[config.mk]
export PLATFORM = sky130hd
export DESIGN_NAME = tpu_row_feed_sequencer
export DESIGN_NICKNAME = d
export VERILOG_FILES = /design/src/rtl/tpu_row_feed_sequencer.sv
export SDC_FILE = /design/constraint.sdc
export NUM_CORES = 1
export LEC_CHECK = 0
export BUFFER_PORTS_ARGS = -buffer_cell sky130_fd_sc_hd__buf_2
export CAP_MARGIN = 5
export CORE_UTILIZATION = 50
export CTS_BUF_LIST = sky130_fd_sc_hd__clkbuf_4 sky130_fd_sc_hd__clkbuf_8
export DETAILED_ROUTE_END_ITERATION = 7
export MAX_ROUTING_LAYER = met4
export PLACE_DENSITY_LB_ADDON = 0.12
export SLEW_MARGIN = 30
export SYNTH_ARGS = -nofsm -noshare
export SYNTH_HDL_FRONTEND = slang
export SYNTH_SLANG_ARGS = --single-unit
[constraint.sdc]
create_clock -name clk -period 2.4 [get_ports clk]
set_input_delay 0.72 -clock clk [delete_from_list [all_inputs] [get_ports clk]]
set_output_delay 0.72 -clock clk [all_outputs]
set_load 0.03 [all_outputs]
[src/rtl/tpu_row_feed_sequencer.sv]
// rtl/tpu_row_feed_sequencer.sv - job sequencer gating a valid source into a fixed-latency datapath
module tpu_row_feed_sequencer #(
  parameter int LATENCY   = 8,
  parameter int LEN_WIDTH = 8
) (
  input  logic                 clk,
  input  logic                 rst_n,
  input  logic                 start,
  input  logic [LEN_WIDTH-1:0] len,
  input  logic                 abort,
  input  logic                 src_valid,
  output logic                 src_ready,
  output logic                 dp_load,
  output logic                 dp_first,
  output logic                 dp_last,
  output logic                 out_valid,
  output logic                 out_last,
  output logic                 busy,
  output logic                 done
);

  typedef enum logic [1:0] {S_IDLE, S_FEED, S_DRAIN, S_DONE} state_t;

  state_t               r_state;
  logic [LEN_WIDTH-1:0] r_cnt;
  logic [LEN_WIDTH-1:0] r_len;
  logic [LATENCY-1:0]   r_sh_valid;
  logic [LATENCY-1:0]   r_sh_last;

  logic w_feed;
  logic w_active_abort;
  logic w_load;
  logic w_first;
  logic w_last;

  assign w_feed         = (r_state == S_FEED);
  assign w_active_abort = abort & ((r_state == S_FEED) | (r_state == S_DRAIN));
  // An abort in the same cycle as a beat cancels that beat entirely.
  assign w_load         = w_feed & src_valid & ~abort;
  assign w_first        = w_load & (r_cnt == '0);
  assign w_last         = w_load & (r_cnt == (r_len - LEN_WIDTH'(1)));

  assign src_ready = w_feed;
  assign busy      = (r_state != S_IDLE);
  assign done      = (r_state == S_DONE);
  assign dp_load   = w_load;
  assign dp_first  = w_first;
  assign dp_last   = w_last;
  assign out_valid = r_sh_valid[LATENCY-1];
  assign out_last  = r_sh_last[LATENCY-1];

  always_ff @(posedge clk or negedge rst_n) begin
    if (!rst_n) begin
      r_state <= S_IDLE;
      r_cnt   <= '0;
      r_len   <= '0;
    end else begin
      case (r_state)
        S_IDLE: begin
          if (start) begin
            r_cnt <= '0;
            if (len != '0) begin
              r_len   <= len;
              r_state <= S_FEED;
            end else begin
              r_state <= S_DONE;
            end
          end
        end
        S_FEED: begin
          if (abort) begin
            r_cnt   <= '0;
            r_state <= S_IDLE;
          end else if (w_load) begin
            r_cnt <= r_cnt + LEN_WIDTH'(1);
            if (w_last) r_state <= S_DRAIN;
          end
        end
        S_DRAIN: begin
          if (abort) begin
            r_cnt   <= '0;
            r_state <= S_IDLE;
          end else if (out_last) begin
            r_state <= S_DONE;
          end
        end
        default: r_state <= S_IDLE;
      endcase
    end
  end

  // Shadow of the datapath: one {valid,last} pair per pipeline stage.
  always_ff @(posedge clk or negedge rst_n) begin
    if (!rst_n) begin
      r_sh_valid <= '0;
      r_sh_last  <= '0;
    end else if (w_active_abort) begin
      r_sh_valid <= '0;
      r_sh_last  <= '0;
    end else begin
      r_sh_valid[0] <= w_load;
      r_sh_last[0]  <= w_last;
      for (int i = 1; i < LATENCY; i++) begin
        r_sh_valid[i] <= r_sh_valid[i-1];
        r_sh_last[i]  <= r_sh_last[i-1];
      end
    end
  end

endmodule

==> metrics.txt <==
status=complete, but fails checks; failing checks=negative setup slack; via count=1370; Period minus WS final=2690 ps; Initial Util=0.547; Worst R2R End=r_state[0]$_DFFE_PN0P_; maximum vdd drop=0.722 mV; final period utilization=1.12; placed cells=246; Seq cells post-synth=34; drt drc=0; Slew Limit Fails=0; antenna-violating nets left=0; Syn. warnings=0; Final Hold Viols=0; Die ar.=0.00369 mm²; total grt overflow=0; Initial DRC Count=60; hold slack=425 ps; switching portion of total power=0.372; Yosys cell types=32; register area share after synthesis=0.493; nets@finish=233; dpl cell area=0.00205 mm²; PD cells=1090 mW/mm²; H-tree depth=2; Least-Margin Pin Slew=738 ps; Clock power frac=0.213; setup slack after layout=-293 ps; CP arrival=1970 ps; cell count after synthesis=168; Final Cell Area=0.00228 mm²; post-synth net total=188; worst clock skew=7.96 ps; Antenna diodes=0; DIE WIDTH=60.7 µm; share of cells above drive strength 1=0.369; clock buffer depth=2; Ports=21; clk slew on worst S/H paths=110 ps; vias in the first global route=1372; core region area=0.00315 mm²; Logic pwr share=0.469; first-pass GRT wire length=6140 µm; antenna violations before repair=0; Crit Path Max Fanout=4; setup TNS=-397 ps; FF-to-FF path depth=10; P_leak=1.08 nW; clock latency on the worst-skew pair=340 ps; CP endpoint kind=primary output; root buffer selected by CTS=clkbuf_4; CTS Hold Bufs=0; critical path type=register to primary output; Flop pwr share=0.319; Min-Delay Path Class=primary input to async pin; DR pass1 iterations=4; startpoint types=register; Die H=60.7 µm; mapped cell area=0.00173 mm²; Rows=20; Avg Cell Area, Syn=10.3 µm²; DR WL/cell=14.3 µm; Final setup violation count=2; max_slew headroom=0.508; R2R Setup Slk=50 ps; hpwl dp=2660 µm; Detailed Route WL=3680 µm; largest net degree at the start of global routing=35; I/O Buffers=20; Fmax=371 MHz; GPL Wtd Cong=0.875; Num CTS Buffers=5; P_sw=0.000923 W; P&R area growth vs syn=32.3%; Critical R2R Launch=r_len[0]$_DFFE_PN0P_; CTS Sinks=34; Internal=0.00156 W; Fill cells=238; RSZ-0062 raised after global routing=true; # Max-Cap Violations=0; Non-Filler Instances=258; CP Data Required Time=1680 ps; GRT Total Usage=0.245; vias per cell=5.31; Tot Pwr=0.00248 W; TritonCTS clock tree=done
-- synthesized netlist by cell type (all sizes together) --
cell type / n / area share
nor3: 4 / 0.012
nand3b: 2 / 0.0087
dfrtp: 34 / 0.49
ha: 7 / 0.051
nand2b: 3 / 0.011
xor2: 6 / 0.035
a31oi: 3 / 0.011
nor2: 8 / 0.017
nand3: 5 / 0.015
xnor2: 5 / 0.025
and3: 1 / 0.0036
nor4: 5 / 0.022
inv: 7 / 0.015
and2: 16 / 0.058
o21ai: 18 / 0.054
buf: 2 / 0.0058
nor4b: 2 / 0.010
a21oi: 3 / 0.0087
o22ai: 1 / 0.0036
or3b: 1 / 0.0051
nor2b: 1 / 0.0036
nand4: 3 / 0.011
clkbuf: 5 / 0.011
a32oi: 1 / 0.0051
mux2: 9 / 0.059
nand2: 12 / 0.026
nor3b: 2 / 0.0087
o311a: 2 / 0.012
-- per-layer routing --
metal	global-route usage	part of all wire	up-vias
met5	-	0	-
met4	0.107	0.028	0
met3	0.0661	0.036	11
met2	0.374	0.49	31
met1	0.307	0.45	655
li1	-	-	673
-- critical path, stage by stage, from the launching register on --
cell	delay, ps
dfrtp_1	410
buf_4	170
nor2_4	130
xnor2_2	100
a32oi_2	270
nor3b_2	90
o311a_4	320
buf_6	140
-- area by class of cell --
class | count | area, µm² | area share
inverters | 7 | 26.3 | 0.0115
well taps | 44 | 55.1 | 0.0241
flip-flops and latches | 34 | 851 | 0.373
clock buffers | 5 | 37.5 | 0.0164
clock inverters | 3 | 68.8 | 0.0302
multi-input cells | 120 | 947 | 0.415
repair buffers | 45 | 297 | 0.130
-- stage by stage --
| step | setup slack, ps | util |
|---|---|---|
| 6_report | -293 | 0.724 |
| 5_1_grt | -374 | 0.724 |
| 4_1_cts | -306 | 0.709 |
| 3_5_place_dp | -166 | 0.650 |
| 3_3_place_gp | -123 | 0.650 |
| 2_1_floorplan | -8.33 | - |
-- power groups by stage --
stage,clock [W],sequential (W),combinational (W)
final,0.000527,0.000791,0.00116
after floorplan,0,0.000797,0.000642
after global routing,0.000568,0.000805,0.00129
after detailed placement,0,0.000786,0.00101
after global placement,0,0.000779,0.000969
after CTS,0.000543,0.000791,0.00106
-- timing repair --
item / in CTS / in global routing
resized for setup: 13 / 6
buffers inserted: 4 / 0
setup endpoints to repair: 2 / 4
pin swaps: 8 / 8
-- cell families (layout without fill, tap and decap cells) --
family / after synthesis / after routing / share of synthesized area
mux: 9 / 9 / 0.0587
xor+xnor: 11 / 11 / 0.0602
compound gates: 28 / 28 / 0.0943
simple gates: 65 / 65 / 0.211
fa+ha+maj: 7 / 7 / 0.0508
flops: 34 / 34 / 0.493
buf+inv: 14 / 60 / 0.0319
-- state kept, by name, indices dropped and copies added, names as in the netlist --
name and count:
r_cnt 8, r_len 8, r_sh_last 8, r_sh_valid 8, r_state 2
-- cells in the final DEF, fill, tap and decap left out, drive strengths merged, types with 5 or more instances in the layout --
cell type | Yosys | routed
buf | 2 | 45
dfrtp | 34 | 34
o21ai | 18 | 18
and2 | 16 | 16
nand2 | 12 | 12
mux2 | 9 | 9
nor2 | 8 | 8
inv | 7 | 7
ha | 7 | 7
xor2 | 6 | 6
nand3 | 5 | 5
clkbuf | 5 | 5
xnor2 | 5 | 5
nor4 | 5 | 5
-- worst max-delay path by stage --
stage / startpoint / end / cells past startpoint
2_1_floorplan: r_state[1]$_DFFE_PN0P_ / dp_first / 6
3_3_place_gp: abort / dp_last / 7
3_5_place_dp: abort / dp_last / 7
4_1_cts: r_cnt[7]$_DFFE_PN0P_ / dp_last / 6
5_1_grt: r_len[0]$_DFFE_PN0P_ / dp_last / 7
6_report: r_len[0]$_DFFE_PN0P_ / dp_last / 7
(Power assumes the default switching activity.)
